**src/rtl/sysbus_arb_pkg.sv**
```systemverilog
// Shared types and constants for the Sysbus two-requester arbiter.
package sysbus_arb_pkg;

  localparam int BUS_DATA_W_DEF = 64;
  localparam int BUS_TAG_W_DEF  = 13;
  localparam int BEATS_PER_LINE = 8;
  localparam int BEAT_CNT_W     = $clog2(BEATS_PER_LINE);
  localparam int TAG_RW_BIT     = BUS_TAG_W_DEF - 1;

  typedef enum logic [1:0] {
    IDLE,
    ADDR,
    WDATA,
    RESP
  } arb_state_t;

  typedef enum logic {
    OWN_I,
    OWN_D
  } arb_owner_t;

  function automatic arb_owner_t other_owner(input arb_owner_t o);
    return (o == OWN_I) ? OWN_D : OWN_I;
  endfunction

endpackage

```
**src/rtl/sysbus_arbiter_if.sv**
```systemverilog
// One Sysbus port: request beats toward memory, response beats back.
interface sysbus_arbiter_if
  import sysbus_arb_pkg::*;
#(
  parameter int BUS_DATA_WIDTH = BUS_DATA_W_DEF,
  parameter int BUS_TAG_WIDTH  = BUS_TAG_W_DEF
);
  logic                      reqcyc;
  logic [BUS_DATA_WIDTH-1:0] req;
  logic [BUS_TAG_WIDTH-1:0]  reqtag;
  logic                      respack;
  logic                      reqack;
  logic                      respcyc;
  logic [BUS_DATA_WIDTH-1:0] resp;
  logic [BUS_TAG_WIDTH-1:0]  resptag;

  modport master (
    output reqcyc, req, reqtag, respack,
    input  reqack, respcyc, resp, resptag
  );

  modport slave (
    input  reqcyc, req, reqtag, respack,
    output reqack, respcyc, resp, resptag
  );
endinterface

```
**src/rtl/sysbus_arbiter_rr_picker.sv**
```systemverilog
// Two-input round-robin pick; on a tie the side not granted last wins.
module rr_picker
  import sysbus_arb_pkg::*;
(
  input  logic       i_reqcyc,
  input  logic       d_reqcyc,
  input  arb_owner_t last_grant,
  output logic       grant_vld,
  output arb_owner_t grant
);

  always_comb begin
    grant_vld = i_reqcyc | d_reqcyc;
    grant     = OWN_I;
    if (i_reqcyc && d_reqcyc) begin
      grant = other_owner(last_grant);
    end else if (d_reqcyc) begin
      grant = OWN_D;
    end
  end

endmodule

```
**src/rtl/sysbus_arbiter.sv**
```systemverilog
// Shares the single Sysbus memory port between I-side and D-side caches,
// one full 64-byte line transaction at a time, round-robin between them.
module sysbus_arbiter
  import sysbus_arb_pkg::*;
#(
  parameter int BUS_DATA_WIDTH = BUS_DATA_W_DEF,
  parameter int BUS_TAG_WIDTH  = BUS_TAG_W_DEF
) (
  input  logic               clk,
  input  logic               reset,
  sysbus_arbiter_if.slave    i_bus,
  sysbus_arbiter_if.slave    d_bus,
  sysbus_arbiter_if.master   m_bus
);

  localparam logic [BEAT_CNT_W-1:0] LAST_BEAT = BEAT_CNT_W'(BEATS_PER_LINE - 1);
  localparam logic [BEAT_CNT_W-1:0] CNT_ONE   = BEAT_CNT_W'(1);

  arb_state_t                state;
  arb_owner_t                owner;
  arb_owner_t                last_grant;
  arb_owner_t                pick;
  logic                      pick_vld;
  logic [BEAT_CNT_W-1:0]     beat_cnt;

  logic                      own_reqcyc;
  logic                      own_respack;
  logic [BUS_DATA_WIDTH-1:0] own_req;
  logic [BUS_TAG_WIDTH-1:0]  own_reqtag;

  rr_picker u_picker (
    .i_reqcyc   (i_bus.reqcyc),
    .d_reqcyc   (d_bus.reqcyc),
    .last_grant (last_grant),
    .grant_vld  (pick_vld),
    .grant      (pick)
  );

  always_comb begin
    if (owner == OWN_I) begin
      own_reqcyc  = i_bus.reqcyc;
      own_req     = i_bus.req;
      own_reqtag  = i_bus.reqtag;
      own_respack = i_bus.respack;
    end else begin
      own_reqcyc  = d_bus.reqcyc;
      own_req     = d_bus.req;
      own_reqtag  = d_bus.reqtag;
      own_respack = d_bus.respack;
    end
  end

  always_ff @(posedge clk) begin
    if (!reset) begin
      state      <= IDLE;
      owner      <= OWN_I;
      last_grant <= OWN_D;
      beat_cnt   <= '0;
    end else begin
      case (state)
        IDLE: begin
          if (pick_vld) begin
            owner      <= pick;
            last_grant <= pick;
            state      <= ADDR;
          end
        end
        ADDR: begin
          // An owner that withdraws before the ack gives up its slot.
          if (!own_reqcyc) begin
            state <= IDLE;
          end else if (m_bus.reqack) begin
            beat_cnt <= '0;
            state    <= own_reqtag[BUS_TAG_WIDTH-1] ? RESP : WDATA;
          end
        end
        WDATA: begin
          if (m_bus.reqack) begin
            beat_cnt <= beat_cnt + CNT_ONE;
            if (beat_cnt == LAST_BEAT) state <= IDLE;
          end
        end
        RESP: begin
          if (m_bus.respcyc && own_respack) begin
            beat_cnt <= beat_cnt + CNT_ONE;
            if (beat_cnt == LAST_BEAT) state <= IDLE;
          end
        end
        default: state <= IDLE;
      endcase
    end
  end

  // Pass-through muxes; everything is forced low while reset is held.
  always_comb begin
    m_bus.reqcyc  = 1'b0;
    m_bus.req     = '0;
    m_bus.reqtag  = '0;
    m_bus.respack = 1'b0;
    i_bus.reqack  = 1'b0;
    i_bus.respcyc = 1'b0;
    i_bus.resp    = '0;
    i_bus.resptag = '0;
    d_bus.reqack  = 1'b0;
    d_bus.respcyc = 1'b0;
    d_bus.resp    = '0;
    d_bus.resptag = '0;
    if (reset) begin
      case (state)
        ADDR, WDATA: begin
          m_bus.reqcyc = own_reqcyc;
          m_bus.req    = own_req;
          m_bus.reqtag = own_reqtag;
          if (owner == OWN_I) i_bus.reqack = m_bus.reqack;
          else                d_bus.reqack = m_bus.reqack;
        end
        RESP: begin
          m_bus.respack = own_respack;
          if (owner == OWN_I) begin
            i_bus.respcyc = m_bus.respcyc;
            i_bus.resp    = m_bus.resp;
            i_bus.resptag = m_bus.resptag;
          end else begin
            d_bus.respcyc = m_bus.respcyc;
            d_bus.resp    = m_bus.resp;
            d_bus.resptag = m_bus.resptag;
          end
        end
        default: ;
      endcase
    end
  end

endmodule

```
**src/flat_wrapper.sv**
```systemverilog
// flat-port wrapper written by rule: the top's interface ports become plain ports
module sysbus_arbiter_flat import sysbus_arb_pkg::*;
#(
  parameter int BUS_DATA_WIDTH = BUS_DATA_W_DEF,
  parameter int BUS_TAG_WIDTH  = BUS_TAG_W_DEF
)
  (clk, reset, i_bus_reqcyc, i_bus_req, i_bus_reqtag, i_bus_respack, i_bus_reqack, i_bus_respcyc, i_bus_resp, i_bus_resptag, d_bus_reqcyc, d_bus_req, d_bus_reqtag, d_bus_respack, d_bus_reqack, d_bus_respcyc, d_bus_resp, d_bus_resptag, m_bus_reqcyc, m_bus_req, m_bus_reqtag, m_bus_respack, m_bus_reqack, m_bus_respcyc, m_bus_resp, m_bus_resptag);
  sysbus_arbiter_if #(.BUS_DATA_WIDTH(BUS_DATA_WIDTH), .BUS_TAG_WIDTH(BUS_TAG_WIDTH)) i_bus_i ();
  sysbus_arbiter_if #(.BUS_DATA_WIDTH(BUS_DATA_WIDTH), .BUS_TAG_WIDTH(BUS_TAG_WIDTH)) d_bus_i ();
  sysbus_arbiter_if #(.BUS_DATA_WIDTH(BUS_DATA_WIDTH), .BUS_TAG_WIDTH(BUS_TAG_WIDTH)) m_bus_i ();
  input  logic clk;
  input  logic reset;
  input wire logic [$bits(i_bus_i.reqcyc)-1:0] i_bus_reqcyc;
  input wire logic [$bits(i_bus_i.req)-1:0] i_bus_req;
  input wire logic [$bits(i_bus_i.reqtag)-1:0] i_bus_reqtag;
  input wire logic [$bits(i_bus_i.respack)-1:0] i_bus_respack;
  output wire logic [$bits(i_bus_i.reqack)-1:0] i_bus_reqack;
  output wire logic [$bits(i_bus_i.respcyc)-1:0] i_bus_respcyc;
  output wire logic [$bits(i_bus_i.resp)-1:0] i_bus_resp;
  output wire logic [$bits(i_bus_i.resptag)-1:0] i_bus_resptag;
  input wire logic [$bits(d_bus_i.reqcyc)-1:0] d_bus_reqcyc;
  input wire logic [$bits(d_bus_i.req)-1:0] d_bus_req;
  input wire logic [$bits(d_bus_i.reqtag)-1:0] d_bus_reqtag;
  input wire logic [$bits(d_bus_i.respack)-1:0] d_bus_respack;
  output wire logic [$bits(d_bus_i.reqack)-1:0] d_bus_reqack;
  output wire logic [$bits(d_bus_i.respcyc)-1:0] d_bus_respcyc;
  output wire logic [$bits(d_bus_i.resp)-1:0] d_bus_resp;
  output wire logic [$bits(d_bus_i.resptag)-1:0] d_bus_resptag;
  output wire logic [$bits(m_bus_i.reqcyc)-1:0] m_bus_reqcyc;
  output wire logic [$bits(m_bus_i.req)-1:0] m_bus_req;
  output wire logic [$bits(m_bus_i.reqtag)-1:0] m_bus_reqtag;
  output wire logic [$bits(m_bus_i.respack)-1:0] m_bus_respack;
  input wire logic [$bits(m_bus_i.reqack)-1:0] m_bus_reqack;
  input wire logic [$bits(m_bus_i.respcyc)-1:0] m_bus_respcyc;
  input wire logic [$bits(m_bus_i.resp)-1:0] m_bus_resp;
  input wire logic [$bits(m_bus_i.resptag)-1:0] m_bus_resptag;
  assign i_bus_i.reqcyc = i_bus_reqcyc;
  assign i_bus_i.req = i_bus_req;
  assign i_bus_i.reqtag = i_bus_reqtag;
  assign i_bus_i.respack = i_bus_respack;
  assign i_bus_reqack = i_bus_i.reqack;
  assign i_bus_respcyc = i_bus_i.respcyc;
  assign i_bus_resp = i_bus_i.resp;
  assign i_bus_resptag = i_bus_i.resptag;
  assign d_bus_i.reqcyc = d_bus_reqcyc;
  assign d_bus_i.req = d_bus_req;
  assign d_bus_i.reqtag = d_bus_reqtag;
  assign d_bus_i.respack = d_bus_respack;
  assign d_bus_reqack = d_bus_i.reqack;
  assign d_bus_respcyc = d_bus_i.respcyc;
  assign d_bus_resp = d_bus_i.resp;
  assign d_bus_resptag = d_bus_i.resptag;
  assign m_bus_reqcyc = m_bus_i.reqcyc;
  assign m_bus_req = m_bus_i.req;
  assign m_bus_reqtag = m_bus_i.reqtag;
  assign m_bus_respack = m_bus_i.respack;
  assign m_bus_i.reqack = m_bus_reqack;
  assign m_bus_i.respcyc = m_bus_respcyc;
  assign m_bus_i.resp = m_bus_resp;
  assign m_bus_i.resptag = m_bus_resptag;
  sysbus_arbiter #(.BUS_DATA_WIDTH(BUS_DATA_WIDTH), .BUS_TAG_WIDTH(BUS_TAG_WIDTH)) u_core (.clk(clk), .reset(reset), .i_bus(i_bus_i), .d_bus(d_bus_i), .m_bus(m_bus_i));
endmodule
```
**config.mk**
```make
export PLATFORM = sky130hd
export DESIGN_NAME = sysbus_arbiter_flat
export DESIGN_NICKNAME = d
export VERILOG_FILES = /design/src/rtl/sysbus_arb_pkg.sv /design/src/rtl/sysbus_arbiter_if.sv /design/src/rtl/sysbus_arbiter_rr_picker.sv /design/src/rtl/sysbus_arbiter.sv /design/src/flat_wrapper.sv
export SDC_FILE = /design/constraint.sdc
export NUM_CORES = 1
export LEC_CHECK = 0
export BUFFER_PORTS_ARGS = -buffer_cell sky130_fd_sc_hd__buf_2
export CAP_MARGIN = 10
export CORE_AREA = 2 2 185 187
export DETAILED_ROUTE_END_ITERATION = 7
export DIE_AREA = 0 0 187 189
export MAX_ROUTING_LAYER = met4
export RECOVER_POWER = 50
export SLEW_MARGIN = 20
export SYNTH_ARGS = -nofsm -noshare
export SYNTH_HDL_FRONTEND = slang
export SYNTH_SLANG_ARGS = --single-unit
```
**constraint.sdc**
```tcl
create_clock -name clk -period 1.8 [get_ports clk]
set_input_delay 0.09 -clock clk [delete_from_list [all_inputs] [get_ports clk]]
set_output_delay 0.09 -clock clk [all_outputs]
set_load 0.03 [all_outputs]
```
* After elaboration in Yosys (flattened, before gate mapping)
Index checks and enable logic that the tools add are counted.
** Storage, ports and cells
- Logic and storage cells :: 76
- Input port bits :: 239
- Register bits :: 7
** Operators by class
- Bitwise gates (word level) :: 1
- Equality and inequality tests :: 10
- Reductions and logical operators :: 8
- Muxes and demuxes :: 52
- Add/subtract/negate cells :: 1
** Operators with widths (number)
- 2-to-1 mux 64 bit :: 9
- 2-to-1 mux 13 bit :: 9
- 2-to-1 mux 1 bit :: 22
- 2-to-1 mux 2 bit :: 6
- 2-to-1 mux 3 bit :: 4
- one-hot mux 3 bit (3 select lines) :: 1
- one-hot mux 2 bit (4 select lines) :: 1
- != test 2 x 1 -> 1 bit (second input constant) :: 3
- AND reduction 5 bit :: 1
- == test 2 bit (second input constant) :: 2
- != test 2 bit (second input constant) :: 2
- AND reduction 4 bit :: 1
- adder 3 x 1 -> 3 bit (second input constant) :: 1
- == test 3 bit (second input constant) :: 1
- != test 3 bit (second input constant) :: 1
- nonzero test 3 bit :: 1
- == test 2 x 1 -> 1 bit (second input constant) :: 1
- logical AND 1 bit :: 2
- logical NOT 2 bit :: 1
- AND reduction 2 bit :: 1
- OR reduction 2 bit :: 1
- bitwise OR 1 bit :: 1

* Logic depth before layout (Yosys ltp)
Gate-level depths: netlist (run 1).
- Depth after elaboration :: 5
- Gate-level depth with buffers :: 6
- Mapped depth without buffers :: 6

* By module
From an unflattened synthesis (run 1), not the netlist that was laid out.
** Unflattened totals
- Cell total of the unflattened synthesis :: 500
- Area total of the unflattened synthesis :: 2678.8 µm²
** Modules (own cells, without submodules)
- sysbus_arbiter :: sequential area each 140.1 µm², area each 2665.1 µm², instances 1, cells each 498
- rr_picker :: sequential area each 0.0 µm², area each 13.8 µm², instances 1, cells each 2

* Worst setup path before layout (run 1)
No wires, ideal clock.
- Kind :: reg-to-output
- From :: reg u_core.state[1]
- To :: out m_bus_req[55]
- Arrival :: 1699 ps
- Slack :: 11 ps
- Buffers on the path :: 2
- Stages on the path, launching flop included :: 7
- Required time :: 1710 ps
- Cells stage by stage :: dfxtp_1 -> inv_1 -> ha_1 -> nand2_1 -> clkbuf_1 -> buf_1 -> nor2_1
** On the way
- Cells in the longest elaborated chain, start to end :: 4
- Elaborated cells on any way between the ends :: 5
- Classes of those cells :: eq/ne (2); mux (2); reduce/logical (1)
** RTL lines
- start: declaration :: line sysbus_arbiter.sv:19 : arb_state_t state;
- start signal: assignment :: line sysbus_arbiter.sv:74 : state <= own_reqtag[BUS_TAG_WIDTH-1] ? RESP : WDATA;
- == test 2 x 1 -> 1 bit or == test 2 bit (tied branches) :: line sysbus_arbiter.sv:109 : case (state)
- OR reduction 2 bit (*) :: line sysbus_arbiter.sv:109
- 2-to-1 mux 64 bit (*) :: line sysbus_arbiter.sv:109
- 2-to-1 mux 64 bit (*) :: line sysbus_arbiter.sv:108 : if (reset) begin
- end: declaration :: line flat_wrapper.sv:30 : output wire logic [$bits(m_bus_i.req)-1:0] m_bus_req;
Every way passes the cells marked *; elsewhere a longest branch is shown, timed or not.

* Worst setup path in the final report (run 1)
- From :: reg u_core.state[1]
- To :: out m_bus_req[9]
The elaborated chain is that of the path after synthesis.

==> results of run 1 <==
registers in the layout, indices dropped and copies added, names as in the netlist:
signal and count:
u_core.beat_cnt 3, u_core.state 2, u_core.owner 1, u_core.last_grant 1
cells by family (layout without fill, tap and decap cells):
logic type	count (synthesis)	in the layout	share of synthesized area
AND/OR/NAND/NOR	338	338	0.4902
multiplexers	83	83	0.3149
buffers and inverters	48	522	0.07592
AO/OA/AOI/OAI	13	13	0.03374
adder cells (fa/ha/maj)	7	7	0.03280
flip-flops	7	7	0.05248
other	0	6	0
cell type report:
type / instances / area [sq um]
clock buffer: 4 / 78.83
inverter: 3 / 11.26
sequential: 7 / 147.6
fill: 3755 / 26920
antenna: 6 / 15.01
tap: 448 / 560.5
multi-input combinational: 441 / 2431
timing repair buffer: 515 / 3119
cells in the mapped netlist:
cell / n / share of area
sky130_fd_sc_hd__mux2i_1: 81 / 0.30
sky130_fd_sc_hd__a21bo_1: 1 / 0.0037
sky130_fd_sc_hd__or2_2: 1 / 0.0023
sky130_fd_sc_hd__o21ai_0: 1 / 0.0019
sky130_fd_sc_hd__nor2_1: 237 / 0.33
sky130_fd_sc_hd__inv_1: 3 / 0.0042
sky130_fd_sc_hd__dfxtp_1: 7 / 0.052
sky130_fd_sc_hd__clkbuf_1: 25 / 0.035
sky130_fd_sc_hd__buf_1: 7 / 0.0098
sky130_fd_sc_hd__a211oi_2: 1 / 0.0047
sky130_fd_sc_hd__buf_2: 12 / 0.022
sky130_fd_sc_hd__and3b_1: 1 / 0.0033
sky130_fd_sc_hd__o211ai_1: 2 / 0.0056
sky130_fd_sc_hd__ha_1: 7 / 0.033
sky130_fd_sc_hd__nand2_1: 89 / 0.13
sky130_fd_sc_hd__a31oi_1: 1 / 0.0023
sky130_fd_sc_hd__mux2_4: 2 / 0.011
sky130_fd_sc_hd__a21oi_1: 5 / 0.0094
sky130_fd_sc_hd__nand2b_1: 1 / 0.0023
sky130_fd_sc_hd__a2bb2oi_1: 1 / 0.0033
sky130_fd_sc_hd__nand3_1: 2 / 0.0037
sky130_fd_sc_hd__nor2b_1: 3 / 0.0070
sky130_fd_sc_hd__a22oi_1: 1 / 0.0028
sky130_fd_sc_hd__and3_1: 2 / 0.0047
sky130_fd_sc_hd__nor4b_2: 1 / 0.0056
sky130_fd_sc_hd__buf_6: 1 / 0.0042
sky130_fd_sc_hd__nand3b_1: 1 / 0.0028
through the flow:
step	power (mW)	setup WS, ps	std cells	TNS [ps]
2_1_floorplan	1.122	11.10	496	0
5_1_grt	2.649	-46.93	1424	-564.5
3_5_place_dp	1.875	83.19	1401	0
3_3_place_gp	1.850	143.3	1401	0
4_1_cts	2.292	0.7675	1406	0
6_report	2.492	34.31	1424	0
tightest hold or removal path, cell delays in order:
cell	delay [ps]
sky130_fd_sc_hd__buf_2	120
sky130_fd_sc_hd__nand2_1	70
sky130_fd_sc_hd__o211ai_1	80
power groups by stage:
stage | Combinational [mW] | Clock, mW | Sequential [mW]
finish | 1.93 | 0.376 | 0.189
global route | 2.06 | 0.393 | 0.192
CTS | 1.71 | 0.387 | 0.191
detailed placement | 1.68 | 0 | 0.198
global placement | 1.65 | 0 | 0.198
floorplan | 0.942 | 0 | 0.180
routing by layer:
layer / up-vias / global-route usage / part of all wire
li1: 2526 / - / -
met1: 2300 / 0.1287 / 0.39
met2: 364 / 0.2200 / 0.52
met3: 22 / 0.02280 / 0.075
met4: 0 / 0.02625 / 0.018
met5: - / - / 0
worst paths after layout:
check                     startpoint                  to  slack, ps  cells past startpoint
setup / recovery     u_core.state[1]        m_bus_req[9]         30                      6
hold / removal          d_bus_reqcyc   u_core.last_grant        200                      3
setup reg to reg     u_core.state[0]     u_core.state[1]        100                      6
hold reg to reg   u_core.beat_cnt[1]  u_core.beat_cnt[1]        470                      2
placed cells by master (no fill, tap or decap), drive strengths merged:
cell | Yosys | layout
and3b | 1 | 1
buf | 20 | 502
o211ai | 2 | 2
dfxtp | 7 | 7
a21oi | 5 | 5
nor4b | 1 | 1
a21bo | 1 | 1
mux2i | 81 | 81
nor2b | 3 | 3
inv | 3 | 3
nor2 | 237 | 237
a22oi | 1 | 1
nand3b | 1 | 1
a211oi | 1 | 1
nand2 | 89 | 89
nand2b | 1 | 1
o21ai | 1 | 1
diode | 0 | 6
a31oi | 1 | 1
and3 | 2 | 2
nand3 | 2 | 2
mux2 | 2 | 2
or2 | 1 | 1
clkbuf | 25 | 17
a2bb2oi | 1 | 1
ha | 7 | 7
repair_timing:
item	in CTS	in global routing
resized for setup	16	116
gates cloned	0	10
setup buffers	1	2
endpoints found under the setup margin	78	93
hold buffers	0	0
pin swaps	0	1
==> results.txt, run 1 <==
* Sum of buffers and inverters on the critical path: 3
- Number of H-tree branching levels: 1
- In this run the power density over the cells is 391.5 nW/um^2.
- Arrival @ worst endpoint: 1680 ps
- DRC: 0
- In this run the tightest slew margin relative to its limit is 0.7532.
- HPWL after detailed placement: 19400 um
- Utilization of the core after routing: 0.1912
* Number of global-route vias before repair: 4764
- Synthesis handed over a netlist of just under 500 instances.
* Final-report hold violation count: 0
- The analysis attributes to net switching a power of 1.199 mW.
- Data required time at the worst endpoint: about 1700 ps
- 476 I/O pins were placed.
- Instance area after placement: 5768 sq um
- At the pin with the least slew margin, the transition time is 359.9 ps.
- In this run the vertical extent of the chip is 189 um.
- The worst setup path is launched from a register.
- Worst Hold Slack: 200.7 ps
* Number of clock buffers inserted by TritonCTS: 3
- Site Rows: 67
- Layout cells sized above 1: 0.5598
- Internal power contribution: about 1.3 mW
- Die Wd: between 150 and 200 um
- Yosys warning total: 0
* Die ar.: 35340 sq um
- The core region is 33280 sq um.
* Number of iterations in the first detailed-routing pass: 7
- Capturing element type of the critical path: output port
- Wire length of the first global-routing pass: 30080 um
- Proportion of synthesized chip area in sequential cells: 0.05248
* Leftover overflow at the end of global routing: 0
- Setup repair after global routing could not meet its margin everywhere.
* Number of port buffers: about 480
* Clock tree root buffer cell: sky130_fd_sc_hd__clkbuf_16
* Mapped cell area: 2670 sq um
- For this design, the slowest cell found on the critical path is sky130_fd_sc_hd__dfxtp_4.
- Mean routed wirelength per cell: 16.52 um
- On the final layout, the worst clock skew is around 0.50 ps.
- Using the TritonRoute via totals, the vias-per-cell ratio works out to 3.660.
* Stage delay of the slowest cell on the critical path: about 370 ps
- Class of the most critical setup path: reg -> out
- The count of final max-slew check failures was 0.
- Across the run, the number of max-cap violations was 0.
- Entering global routing, the biggest net connects 80 pins.
- For this run, the post-layout net count is 1217.
- Fmax: 566.4 MHz
- Tcrit/Tclk final: 0.9809
- Initial DRC Count: about 180
- Critical Path, Cell by Cell: inv_1 > ha_4 > nand2_8 > clkbuf_16 > nor2_1 > buf_4
- Total number of vias: 5212
- Final wirelength: 23520 um
* Initial antenna violation count: 8
* Antenna viol nets, final: 0
- Final standard cell area without fillers: 6364 sq um
* Post-synthesis to final-layout area growth: 138.3%
* CTS tree: built
- In this run, synthesis produced a sequential element count of 7.
* Static Leakage: 3.378 nW
- Biggest fanout along the worst timing path: 11
- Of the total power, the share spent switching nets is 0.4812.
- Comb pwr share: 0.773
- On the critical path the largest part of the delay comes from buffers and inverters.
- Initial core utilization: 0.08023
* Shortest clock period the worst path allows after layout: 1766 ps
- Hold Path Class: in -> reg
* Final RePlAce weighted congestion: 0.9343
- Synth cell types: 27
- Post-synthesis average cell area: 5.383 sq um
* Relative contribution of sequential cells to total power: 0.076
* Clock sink total: 7
* Maximum clock insertion buffer count: 2
- Overall routing resource usage: 0.1178
* Final count of negative-setup-slack endpoints: 0
- Clock-pin slew was measured on the worst setup and hold paths at around 40 ps.
* Clk network pwr share: 0.151
- Net count after synthesis: 742
* Run status: completed
- Across the VDD grid, the largest voltage drop is 188.8 uV.
- Later-pin clock latency in the skew report: 230 ps
No activity file was read; power rests on OpenSTA's default activity.
==> run 2: changes to the inputs <==
Settings changed: SLEW_MARGIN 20 to not set.
Clock period 1.8 ns to 2 ns, I/O delays scaled along.
==> results.txt, run 2 (synthesis gave the netlist of run 1 again) <==
- The routed via count came to 5066 (-2.8%).
* Shortest clock period the worst path allows after layout: 1872 ps
- The via count of the first global-routing pass is 4839 (+1.6%).
- Clock Skews: 1.592 ps (+1.091 ps)
- The number of H-tree branching levels is 1 (unchanged).
- Leftover overflow at the end of global routing: 0 (unchanged)
- The sum of negative setup slack came to 0 ps (unchanged).
- Leaving out fill and tap cells, the most frequent cell in the layout is sky130_fd_sc_hd__buf_2.
- Clock tree root buffer cell: sky130_fd_sc_hd__clkbuf_16
- Tracing the worst setup path back leads to its startpoint at u_core.owner.
* Largest register FFs: 3 (unchanged)
- Worst flop-to-flop path endpoint: u_core.state[1]
- Count of buffers added by post-CTS timing repair for setup: 0 (-1)
- The cell area after layout was 5700 sq um (-10%).
- The maximum buffer depth of the clock tree came to 2 (unchanged).
* Site Rows: 67 (unchanged)
* Launching point of the worst reg2reg path: u_core.state[0]
* Number of iterations in the first detailed-routing pass: 4 (-3)
- Post-synthesis to final-layout area growth: 113.5%
* Class of the most critical setup path: reg -> out
- Critical path startpoint category: register
* HPWL after detailed placement: 19610 um (+1.0%)
- The count of buffers inserted at the top-level ports is 475 (unchanged).
- DRC: 0 (unchanged)
* CTS tree: built
- The flow ran to the end, and the final reports show no timing, DRC or antenna violations.
* Reg-to-reg slack, setup: 220 ps (+120 ps)
- Setup repair after global routing left no endpoint under its margin.
- The storage element area came to 146.4 sq um (-0.85%).
- Post-layout power: 1.984 mW (-20%)
- The share of the core filled with cells was 0.1713 (-0.01993).
- Final count of negative-setup-slack endpoints: 0 (unchanged)
- Vias/cell: 3.621 (-1.1%)
- The effective utilization at floorplan was 0.08023 (unchanged).
- The maximum fanout along the worst path is 30 (+19).
- Overall routing resource usage: 0.1193 (+0.001540)
- Hold Path Class: in -> reg
- Initial DRC Count: 230 (+25%)
- The clock slew at the register clock pins of the worst setup and hold paths came to 40 ps (about the same).
* Max Cap Viol: 0 (unchanged)
* Wire length of the first global-routing pass: 30390 um (+1.0%)
- The number of sinks on the clock net came to 7 (unchanged).
- Based on the critical path, the design can be clocked at up to about 530 MHz.
- Instance area after placement: 5668 sq um (-1.7%)
- The net count reported at finish was 1194 (-1.9%).
- Number of clock buffers inserted by TritonCTS: 3 (unchanged)
- Worst vdd ir: 209.1 uV (+11%)
- Data required time at the worst endpoint: 1900 ps (+190 ps)
- The placeable core area came to 33280 sq um (unchanged).
- The count of final hold-check violations is 0 (unchanged).
- The final routed wirelength across all metal layers came to 21880 um (-7.0%).
* Registers with the highest flip-flop counts: u_core.beat_cnt x3, u_core.state x2
- The critical path arrival is 1770 ps (+90 ps).
- Mean routed wirelength per cell: 15.64 um (-5.3%)
- The count of cells along the worst register-to-register path came to 6 (unchanged).
- The top cell types in the final layout, fill and taps aside, are sky130_fd_sc_hd__buf_2, sky130_fd_sc_hd__nor2_1, sky130_fd_sc_hd__nand2_1.
- Register with the highest flop count: u_core.beat_cnt
* Final RePlAce weighted congestion: 0.9242 (-1.1%)
* Antenna viol nets, final: 0 (unchanged)
* Number of placed instances, taps included: 1391 (-0.71%)
- Layout cells sized above 1: 0.4741 (-0.08566)
* Worst slew pin tran: 488.3 ps (+128.4 ps)
- Largest net degree at the start of global routing: 80 (unchanged)
- The number of antenna violations at the first check in global routing came to 5 (-3).
- Die Wd: 187 um (unchanged)
* Capturing element type of the critical path: output port
- The multi-input logic area came to 2370 sq um (-2.5%).
- Hold_buf cts: 0 (unchanged)
- Power density over cell area: 348.0 nW/um^2 (-11%)
* Fin cells: 1399 (-1.8%)
- Later-pin clock latency in the skew report: 240 ps (about the same)
* Tcrit/Tclk final: 0.9361
- Static Leakage: 2.880 nW (-15%)
* Worst slew margin relative to its limit: 0.6745 (-0.07874)
- Fill count: 3847 (+2.5%)
- IO Count: 476 (unchanged)
- The die footprint came to 35340 sq um (unchanged).
- Y dimension of the die: 189 um (unchanged)
- Max-slew violations: 0 (unchanged)
- Worst Setup EP: m_bus_req[48]
-- run 2: per-stage QoR --
| stage | worst slack (ps) | hold WS [ps] |
|---|---|---|
| floorplan | 201.1 | 283.3 |
| global placement | 182.6 | 419.1 |
| detailed placement | 151.1 | 448.0 |
| CTS | 17.81 | 212.2 |
| global route | 49.15 | 229.0 |
| finish | 127.9 | 211.2 |
-- run 2: critical path: stages, from the launching register on --
cell and delay [ps]:
sky130_fd_sc_hd__dfxtp_4 540, sky130_fd_sc_hd__buf_12 270, sky130_fd_sc_hd__mux2i_1 440, sky130_fd_sc_hd__nor2_1 80, sky130_fd_sc_hd__buf_2 190
-- run 2: layout make-up --
cell class                 count  share of cell area
tap                          448             0.09833
sequential                     7             0.02568
inverter                       3            0.001975
clock buffer                   4             0.01383
antenna                        4            0.001756
multi-input combinational    441              0.4157
timing repair buffer         492              0.4427
-- run 2: power by group --
part	internal (mW)	total [mW]	switching (mW)	leakage [nW]
clock	0.266	0.353	0.0867	0.0382
sequential	0.153	0.186	0.0325	0.0586
combinational	0.558	1.45	0.887	2.78
-- run 2: layer usage --
metal	GRT usage	up-vias	routed length (um)
li1	-	2470	-
met1	0.1335	2252	8726
met2	0.2199	327	11080
met3	0.01705	17	1567
met4	0.03449	0	509
met5	-	-	0
-- run 2: worst min path at each step --
stage,start,to,slack (ps),depth (start not counted)
global placement,d_bus_reqcyc,u_core.last_grant,420,3
CTS,d_bus_reqcyc,u_core.last_grant,210,3
global route,d_bus_reqcyc,u_core.last_grant,230,3
finish,d_bus_reqcyc,u_core.last_grant,210,3
detailed placement,d_bus_reqcyc,u_core.last_grant,450,3
floorplan,d_bus_reqcyc,u_core.last_grant,280,2
-- run 2: repair_timing --
item / in CTS / in global routing
resized for setup: 1 / 4
setup endpoints to repair: 1 / 40
cloned: 0 / 0
